===== src/rtl/regfile_pkg.sv =====
// Shared register-file types for the writeback arbiter and its users.
package regfile_pkg;

  localparam int unsigned REG_AW = 5;
  localparam int unsigned REG_DW = 32;

  typedef logic [REG_AW-1:0] reg_addr_t;
  typedef logic [REG_DW-1:0] reg_data_t;

  typedef struct packed {
    reg_addr_t addr;
    reg_data_t data;
  } wb_req_t;

endpackage


===== src/rtl/regfile_wb_arbiter_rr.sv =====
// Round-robin arbiter: one-hot grant starting the search at ptr, ptr moves past
// the winner only when the caller reports the grant was consumed (advance).
module rr_arbiter #(
  parameter int unsigned N = 2,
  localparam int unsigned PW = (N > 1) ? $clog2(N) : 1
) (
  input  logic          clk,
  input  logic          rst,
  input  logic [N-1:0]  req,
  input  logic          advance,
  output logic [N-1:0]  grant,
  output logic [PW-1:0] ptr
);

  logic [PW-1:0] ptr_q, ptr_d;
  logic [PW-1:0] nxt_ptr;
  logic          found;
  int unsigned   idx;

  // First requester at or after ptr, wrapping modulo N.
  always_comb begin
    grant   = '0;
    nxt_ptr = ptr_q;
    found   = 1'b0;
    idx     = 0;
    for (int unsigned k = 0; k < N; k++) begin
      idx = (32'(ptr_q) + k) % N;
      if (!found && req[idx]) begin
        found      = 1'b1;
        grant[idx] = 1'b1;
        nxt_ptr    = (idx + 1 == N) ? '0 : PW'(idx + 1);
      end
    end
  end

  always_comb begin
    ptr_d = ptr_q;
    if (advance) ptr_d = nxt_ptr;
  end

  always_ff @(posedge clk) begin
    if (rst) ptr_q <= '0;
    else     ptr_q <= ptr_d;
  end

  assign ptr = ptr_q;

endmodule


===== src/rtl/regfile_wb_arbiter.sv =====
// Shares the register-file write port among N_REQ writeback sources and tracks
// pending destinations for RAW stalls. Define REGARB_STATS_EN for grant/conflict counters.
module regfile_wb_arbiter
  import regfile_pkg::*;
#(
  parameter int unsigned N_REQ = 2,
  parameter int unsigned AW    = REG_AW,
  parameter int unsigned DW    = REG_DW,
  parameter int unsigned CNT_W = 32
) (
  input  logic                  clk,
  input  logic                  rst,
  input  logic [N_REQ-1:0]      req_valid,
  output logic [N_REQ-1:0]      req_ready,
  input  logic [N_REQ*AW-1:0]   req_addr,
  input  logic [N_REQ*DW-1:0]   req_data,
  output logic                  rf_wr_en,
  output logic [AW-1:0]         rf_wr_addr,
  output logic [DW-1:0]         rf_wr_data,
  input  logic                  sb_set_en,
  input  logic [AW-1:0]         sb_set_addr,
`ifdef REGARB_STATS_EN
  output logic [N_REQ*CNT_W-1:0] stat_grant,
  output logic [CNT_W-1:0]       stat_confl,
`endif
  output logic [2**AW-1:0]      sb_pending
);

  localparam int unsigned NREG = 2**AW;
  localparam int unsigned PW   = $clog2(N_REQ);

  if (N_REQ < 2 || N_REQ > 8 || CNT_W == 0) begin : g_bad_cfg
    $error("regfile_wb_arbiter: N_REQ must be 2..8 and CNT_W nonzero");
  end

  logic [N_REQ-1:0] grant;
  logic [PW-1:0]    unused_rr_ptr;
  logic             xfer;
  logic             issue;
  logic [AW-1:0]    sel_addr;
  logic [DW-1:0]    sel_data;

  logic            rf_wr_en_q,   rf_wr_en_d;
  logic [AW-1:0]   rf_wr_addr_q, rf_wr_addr_d;
  logic [DW-1:0]   rf_wr_data_q, rf_wr_data_d;
  logic [NREG-1:0] sb_q,         sb_d;

  rr_arbiter #(.N(N_REQ)) u_rr (
    .clk     (clk),
    .rst     (rst),
    .req     (req_valid),
    .advance (xfer),
    .grant   (grant),
    .ptr     (unused_rr_ptr)
  );

  assign req_ready = rst ? '0 : grant;
  assign xfer      = |req_ready;

  // Grant is one-hot, so an OR-style select picks the winner's payload.
  always_comb begin
    sel_addr = '0;
    sel_data = '0;
    for (int unsigned i = 0; i < N_REQ; i++) begin
      if (grant[i]) begin
        sel_addr = req_addr[i*AW +: AW];
        sel_data = req_data[i*DW +: DW];
      end
    end
  end

  // Writes to register 0 are swallowed: handshake completes but nothing issues.
  assign issue = xfer && (sel_addr != '0);

  always_comb begin
    rf_wr_en_d   = issue;
    rf_wr_addr_d = issue ? sel_addr : rf_wr_addr_q;
    rf_wr_data_d = issue ? sel_data : rf_wr_data_q;
    sb_d         = sb_q;
    if (issue) sb_d[sel_addr] = 1'b0;
    // A same-cycle set overrides the clear: it belongs to a newer producer.
    if (sb_set_en && sb_set_addr != '0) sb_d[sb_set_addr] = 1'b1;
    sb_d[0] = 1'b0;
  end

  always_ff @(posedge clk) begin
    if (rst) begin
      rf_wr_en_q   <= 1'b0;
      rf_wr_addr_q <= '0;
      rf_wr_data_q <= '0;
      sb_q         <= '0;
    end else begin
      rf_wr_en_q   <= rf_wr_en_d;
      rf_wr_addr_q <= rf_wr_addr_d;
      rf_wr_data_q <= rf_wr_data_d;
      sb_q         <= sb_d;
    end
  end

  assign rf_wr_en   = rf_wr_en_q;
  assign rf_wr_addr = rf_wr_addr_q;
  assign rf_wr_data = rf_wr_data_q;
  assign sb_pending = sb_q;

`ifdef REGARB_STATS_EN
  logic [N_REQ*CNT_W-1:0] stat_grant_q, stat_grant_d;
  logic [CNT_W-1:0]       stat_confl_q, stat_confl_d;
  int unsigned            n_valid;

  always_comb begin
    stat_grant_d = stat_grant_q;
    stat_confl_d = stat_confl_q;
    n_valid      = 0;
    for (int unsigned i = 0; i < N_REQ; i++) begin
      if (req_valid[i]) n_valid = n_valid + 1;
      if (req_ready[i])
        stat_grant_d[i*CNT_W +: CNT_W] = stat_grant_q[i*CNT_W +: CNT_W] + CNT_W'(1);
    end
    if (n_valid >= 2) stat_confl_d = stat_confl_q + CNT_W'(1);
  end

  always_ff @(posedge clk) begin
    if (rst) begin
      stat_grant_q <= '0;
      stat_confl_q <= '0;
    end else begin
      stat_grant_q <= stat_grant_d;
      stat_confl_q <= stat_confl_d;
    end
  end

  assign stat_grant = stat_grant_q;
  assign stat_confl = stat_confl_q;
`endif

endmodule


===== config.mk =====
export PLATFORM = sky130hd
export DESIGN_NAME = regfile_wb_arbiter
export DESIGN_NICKNAME = d
export VERILOG_FILES = /design/src/rtl/regfile_pkg.sv /design/src/rtl/regfile_wb_arbiter_rr.sv /design/src/rtl/regfile_wb_arbiter.sv
export SDC_FILE = /design/constraint.sdc
export NUM_CORES = 1
export LEC_CHECK = 0
export CAP_MARGIN = 20
export CORE_MARGIN = 1
export CORE_UTILIZATION = 44
export DETAILED_ROUTE_END_ITERATION = 7
export PLACE_DENSITY = 0.85
export SYNTH_ARGS = -nofsm -noshare
export SYNTH_HDL_FRONTEND = slang
export SYNTH_SLANG_ARGS = --single-unit

===== constraint.sdc =====
create_clock -name clk -period 4.2 [get_ports clk]
set_input_delay 0.84 -clock clk [delete_from_list [all_inputs] [get_ports clk]]
set_output_delay 0.84 -clock clk [all_outputs]
set_load 0.01 [all_outputs]

==> results of run 1 <==
==> worst min-delay path by stage <==
stage	end	startpoint	depth (start not counted)
3_3_place_gp	rf_wr_data[25]	rf_wr_data[25]	2
5_1_grt	rf_wr_data[25]	rf_wr_data[25]	2
3_5_place_dp	rf_wr_data[25]	rf_wr_data[25]	2
4_1_cts	rf_wr_data[25]	rf_wr_data[25]	2
2_1_floorplan	u_rr.ptr	u_rr.ptr	1
6_report	rf_wr_data[25]	rf_wr_data[25]	2
==> Yosys cell counts (4+ instances only) <==
cell type	instances
a21oi_1	32
a221oi_1	34
a221oi_2	30
a32oi_1	5
buf_2	4
buf_4	4
buf_6	5
clkbuf_1	18
dfxtp_1	70
inv_1	33
nand2_1	34
nand3_1	10
nor2_1	6
nor3b_1	4
o21ai_0	9
o21ai_1	24
==> flip-flops by register name (all words and copies together) (netlist names) <==
name,flops
rf_wr_data,32
u_rr.ptr,1
sb_pending,31
rf_wr_addr,5
rf_wr_en,1
==> power by group through the flow <==
| stage | registers [uW] | clock network, uW | logic, uW |
|---|---|---|---|
| floorplan | 752 | 0 | 183 |
| detailed placement | 737 | 0 | 392 |
| finish | 722 | 568 | 394 |
| global route | 726 | 610 | 420 |
| global placement | 735 | 0 | 383 |
| CTS | 722 | 577 | 394 |
==> metal layers <==
metal  track usage [%]  vias up
li1                  -     1632
met1              29.4     1617
met2              44.4      172
met3              7.18       17
met4              12.0        0
met5                 0        -
==> critical path, delay by kind of cell <==
family          cells  cell delay (ns)
simple gates        1             0.17
compound gates      1             0.39
buf+inv             2             1.25
==> area by class of cell <==
| type | count | share of cell area [%] |
|---|---|---|
| multi-input cells | 219 | 31.9 |
| inverters | 34 | 2.52 |
| repair buffers | 160 | 31.5 |
| well taps | 99 | 2.45 |
| flip-flops and latches | 70 | 27.7 |
| clock inverters | 5 | 1.48 |
| clock buffers | 10 | 2.52 |
==> through the flow <==
step	total power (uW)	hold WS (ns)	cell area [sq um]	util (%)	std cells
2_1_floorplan	935	0.480	3320	-	356
5_1_grt	1760	0.474	5060	69.8	597
6_report	1680	0.463	5060	69.8	597
3_5_place_dp	1130	0.451	4860	67.0	582
3_3_place_gp	1120	0.446	4860	67.0	582
4_1_cts	1690	0.462	5060	69.8	597
==> cells by family (layout without fill, tap and decap cells) <==
group | count (synthesis) | after routing | share of synthesized area (%)
AO/OA/AOI/OAI | 146 | 146 | 37.1
buffers and inverters | 67 | 209 | 9.32
flip-flops | 70 | 70 | 42.2
other | 1 | 1 | 0.113
AND/OR/NAND/NOR | 72 | 72 | 11.2
==> results.md, run 1 <==
- Mapped cell area: roughly 3300 sq um
- Comb power frac: roughly a quarter
- Psw: between 400 and 500 uW
- CP endpoint kind: primary output
- Clock sink count: 70
- Clock-pin slew on the worst setup and hold paths: about 0.07 ns
- Slew HR: 32.6%
- Synth warnings: 0
- Final GP Congestion: just under 1
- R2R Setup Slk: approximately 1.8 ns
- Cell Chain, Critical Path: clkdlybuf4s50_1 -> a21boi_4 -> nor2b_1 -> clkdlybuf4s50_1
- Post-synth top area share: between 40% and 50%
- Sequential cell area fraction in the yosys report: between 40% and 50%
- Die Ht: around 90 microns
- Worst Setup SP: req_valid[1]
- Top layer in use: met4
- Final Hold Fails: 0
- Final Net Count: 578
- CTS root buffer: clkbuf_8
- Mapped Nets: 440
- Worst R2R Path Depth: 6
- Vias per cell: 5.76
- CP Launch Type: primary input
- Post-route ant nets: 0
- Number of synthesized register bits: 70
- Clk buf depth: 2
- Initial Utilization: 45.7%
- Worst R2R End: rf_wr_data[7]
- TritonCTS Buffers: 9
- Max-slew violation count: 0
- Highest-count cells in the layout ignoring fill and taps: clkdlybuf4s50_1, dfxtp_1, nand2_1, a221oi_1, inv_1
- Required time at the worst-slack endpoint: ~3.4 ns
- Layout filler cell count: ~560
- TritonRoute pass-1 iters: 4
- Synth Area per Inst: 9.32 sq um
- Async set or reset register ratio after synthesis: 0%
- Pre-CTS setup slack: approximately 0.57 ns
- RSZ-0062 raised after global routing: false
- Maximum VDD drop: between 0.15 and 0.2 mV
- Leakage power: 0.00171 uW
- Sw frac: roughly 27%
- WS Path Type: primary input to primary output
- Hold crit path type: flop to flop
- Fmax achieved: 287 MHz
- Layout cell share with drive strength beyond 1: roughly an eighth
- Htree depth: 3
- Initial DRC count: about 200
- Master of the slowest instance on the critical path: clkdlybuf4s50_1
- Slew @ Worst Pin: just over 1 ns
- Main flop type after synthesis: dfxtp_1
- Multi-input gate area: between 1500 and 2000 sq um
- Routed WL: 10.5 mm
- Max incr delay on CP: 0.66 ns
- R2R Path Start: u_rr.ptr
- Routed met2 length: roughly 5.1 mm
- Hold_buf cts: 0
- Most common cell after layout, fill and taps aside: clkdlybuf4s50_1
- EDFF count, synth: 0
- Die W: 88.8 microns
- IO Count: around 160
- Reg power frac: between 40% and 50%
- Overall routing resource usage: ~26%
- DIE AREA: around 7900 sq um
- Final Worst Setup Slack: about 0.71 ns
- Crit path DAT: 2.65 ns
- DR DRC count: 0
- GRT overflow: 0
- First-pass GRT wire length: 15.2 mm
- Synth Instances: 356
- Main area contributors after synthesis: dfxtp_1, a221oi_2, a221oi_1
- Worst-Skew Late Latency: around 0.35 ns
- Wire length on met1: between 4 and 5 mm
- Share of power burned in the clock network: between 30% and 40%
- Post-CTS setup buffer count: 0
- Setup Skew: about 0.0064 ns
- Max-cap violations: 0
- Layout area overhead: 52.7%
- Power density cells: about 330 nW/um^2
- Routed wl met3: 1.13 mm
- Rows: 31
- TritonCTS clock tree: built
- Vias in the first global route: 3021
- Period utilisation layout: between 80 and 90%
- Initial antenna violation count: 0
- Final setup viols: 0
- # diodes: 0
- I/O Buffers: approximately 150
- FF+latch area: roughly 1400 sq um
- DP HPWL: 7.48 mm
- Setup crit end: req_ready[0]
- Fin Setup TNS: 0 ns
- Crit path time final: ~3.5 ns
- Wire per inst: between 15 and 20 microns
- Largest net degree at the start of global routing: 41
- Cell taking the most area after synthesis: dfxtp_1
- Yosys cell types: 39
- Int Pwr: between 1000 and 1500 uW
- DR vias: 3438
- Run status: completed
- Post_cts resized: 0
- Most numerous cell on the critical path: clkdlybuf4s50_1
- Crit-path max FO: 14
- Core ar.: about 7300 sq um
Power figures use the tool's default switching activity.
==> run 2: changes to the inputs <==
--- a/config.mk
+++ b/config.mk
@@ -7,9 +7,9 @@
 export LEC_CHECK = 0
 export CAP_MARGIN = 20
 export CORE_MARGIN = 1
-export CORE_UTILIZATION = 44
+export CORE_UTILIZATION = 41
 export DETAILED_ROUTE_END_ITERATION = 7
-export PLACE_DENSITY = 0.85
+export PLACE_DENSITY = 0.8
 export SYNTH_ARGS = -nofsm -noshare
 export SYNTH_HDL_FRONTEND = slang
 export SYNTH_SLANG_ARGS = --single-unit
==> constraint.sdc (replaced) <==
create_clock -name clk -period 3.4 [get_ports clk]
set_input_delay 0.68 -clock clk [delete_from_list [all_inputs] [get_ports clk]]
set_output_delay 0.68 -clock clk [all_outputs]
set_load 0.01 [all_outputs]
==> run 2 against run 1 <==
  * Non-clock buffer count up 2
  * Die area up 7.1%
  * Hold slack worse by 0.0043 ns
  * Core utilization is 4.2 points lower
==> results.md, run 2 (synthesis results as in run 1) <==
- Slew @ Worst Pin: 0.951 ns (was 1.01 ns)
- Initial Utilization: 42.7% (was 45.7%)
- Max-cap violations: 0 (unchanged)
- GRT overflow: 0 (unchanged)
- Slew HR: 36.4% (was 32.6%)
- Layout cell share with drive strength beyond 1: 12.8% (was 12.2%)
- Hold crit path type: flop to flop (unchanged)
- Power Total: 2100 uW (was 1680 uW)
- DIE AREA: 8450 sq um (was 7890 sq um)
- Layout filler cell count: 646 (was 564)
- Final Hold Fails: 0 (unchanged)
- Clock-pin slew on the worst setup and hold paths: 0.07 ns (about the same)
- Vias in the first global route: 3272 (was 3021)
- CP Launch Type: primary input (unchanged)
- CTS root buffer: clkbuf_8 (unchanged)
- Post_cts resized: 0 (unchanged)
- # diodes: 0 (unchanged)
- Hold_buf cts: 0 (unchanged)
- DP HPWL: 7.58 mm (was 7.48 mm)
- Crit path DAT: 2.37 ns (was 2.65 ns)
- Most common cell after layout, fill and taps aside: clkdlybuf4s50_1 (unchanged)
- Crit path time final: slightly above 3 ns
- Rows: 32 (was 31)
- Hold_ws: 0.459 ns (was 0.463 ns)
- Htree depth: 3 (unchanged)
- Layout area overhead: 53.6% (was 52.7%)
- TritonCTS Buffers: 9 (unchanged)
- Max-slew violation count: 0 (unchanged)
- Post-CTS setup buffer count: 0 (unchanged)
- Worst-Skew Late Latency: 0.34 ns (was 0.35 ns)
- WS Path Type: primary input to primary output (unchanged)
- CP delay by family, top: buffers and inverters (unchanged)
- Master of the slowest instance on the critical path: clkdlybuf4s50_1 (unchanged)
- IO Count: 156 (unchanged)
- Crit path buf inv count: 2 (unchanged)
- Most numerous cell on the critical path: clkdlybuf4s50_1 (unchanged)
- Setup Skew: 0.0128 ns (was 0.00640 ns)
- TritonRoute pass-1 iters: 4 (unchanged)
- TritonCTS clock tree: built (unchanged)
- Wire per inst: 17.1 microns (was 17.6 microns)
- Initial DRC count: 129 (was 202)
- DR DRC count: 0 (unchanged)
- Vias per cell: 5.61 (was 5.76)
- Required time at the worst-slack endpoint: 2.72 ns (was 3.36 ns)
- Fin Setup TNS: 0 ns (unchanged)
- Highest-count cells in the layout ignoring fill and taps: clkdlybuf4s50_1, dfxtp_1, nand2_1, a221oi_1, inv_1 (unchanged)
- Fmax achieved: 328 MHz
- Die Ht: 91.9 microns (was 88.8 microns)
- Initial antenna violation count: 0 (unchanged)
- Overall routing resource usage: 24.3% (was 25.7%)
- Cell Chain, Critical Path: clkdlybuf4s50_1 -> a21boi_4 -> nor2b_1 -> clkdlybuf4s50_1 (unchanged)
- Maximum VDD drop: 0.178 mV (was 0.183 mV)
- Leakage power: 0.00172 uW (was 0.00171 uW)
- Power density cells: 411 nW/um^2 (was 333 nW/um^2)
- Clk buf depth: 2 (unchanged)
- Clock sink count: 70 (unchanged)
- DR vias: 3383 (was 3438)
- Core ar.: 7770 sq um (was 7250 sq um)
- I/O Buffers: 154 (unchanged)
- Post-route ant nets: 0 (unchanged)
- R2R Setup Slk: 1.33 ns (was 1.75 ns)
- Max FFs per register: 32 (unchanged)
- Max incr delay on CP: 0.60 ns (was 0.66 ns)
- Routed WL: 10.3 mm (was 10.5 mm)
- Run status: completed (unchanged)
- Final Net Count: 580 (was 578)
- Crit-path max FO: 12 (was 14)
- CP endpoint kind: primary output (unchanged)
- Largest net degree at the start of global routing: 49 (was 41)
- Period utilisation layout: about nine tenths
- RSZ-0062 raised after global routing: false (unchanged)
- Final setup viols: 0 (unchanged)
- Die W: 91.9 microns (was 88.8 microns)
- First-pass GRT wire length: 16.1 mm (was 15.2 mm)
- Final GP Congestion: 0.890 (was 0.991)
[run 2: worst paths after layout]
check,start,end,cells past startpoint
worst max-delay path,req_valid[0],req_ready[0],4
worst min-delay path,rf_wr_data[11],rf_wr_data[11],2
worst max register to register,u_rr.ptr,rf_wr_data[1],6
worst min register to register,rf_wr_data[11],rf_wr_data[11],2
[run 2: final cells by class]
class / count / area (sq um) / area share (%)
timing repair buffer: 162 / 1610 / 31.6
clock buffer: 10 / 128 / 2.51
sequential: 70 / 1400 / 27.5
inverter: 34 / 128 / 2.51
tap: 102 / 128 / 2.51
clock inverter: 6 / 86.3 / 1.69
multi-input combinational: 219 / 1610 / 31.7
[run 2: power breakdown]
| part | total [uW] | leakage, uW | internal (uW) | switching (uW) |
|---|---|---|---|---|
| clock | 720 | 0.000106 | 412 | 308 |
| combinational | 484 | 0.00105 | 250 | 234 |
| sequential | 891 | 0.000573 | 866 | 24.9 |
| total | 2100 | 0.00172 | 1530 | 567 |
[run 2: worst register-to-register path: stages (launching register included)]
cell and delay [ns]:
dfxtp_1 0.36, nand2b_4 0.20, a32o_2 0.33, nor3_4 0.29, a21o_2 0.40, buf_12 0.25, a221oi_1 0.11
[run 2: per-stage QoR]
stage	cell area [sq um]	cells	worst slack (ns)	utilization [%]
floorplan	3320	356	1.06	-
global placement	4880	587	0.354	62.8
detailed placement	4880	587	0.353	62.8
CTS	5090	603	0.350	65.6
global route	5090	603	0.299	65.6
finish	5090	603	0.353	65.6
[run 2: routing by layer]
metal / GRT usage (%) / vias to the layer above / wire length, microns
met5: 0 / - / 0
met4: 8.46 / 0 / 140
met3: 7.63 / 9 / 998
met2: 42.7 / 158 / 5120
met1: 27.8 / 1597 / 4040
li1: - / 1619 / -
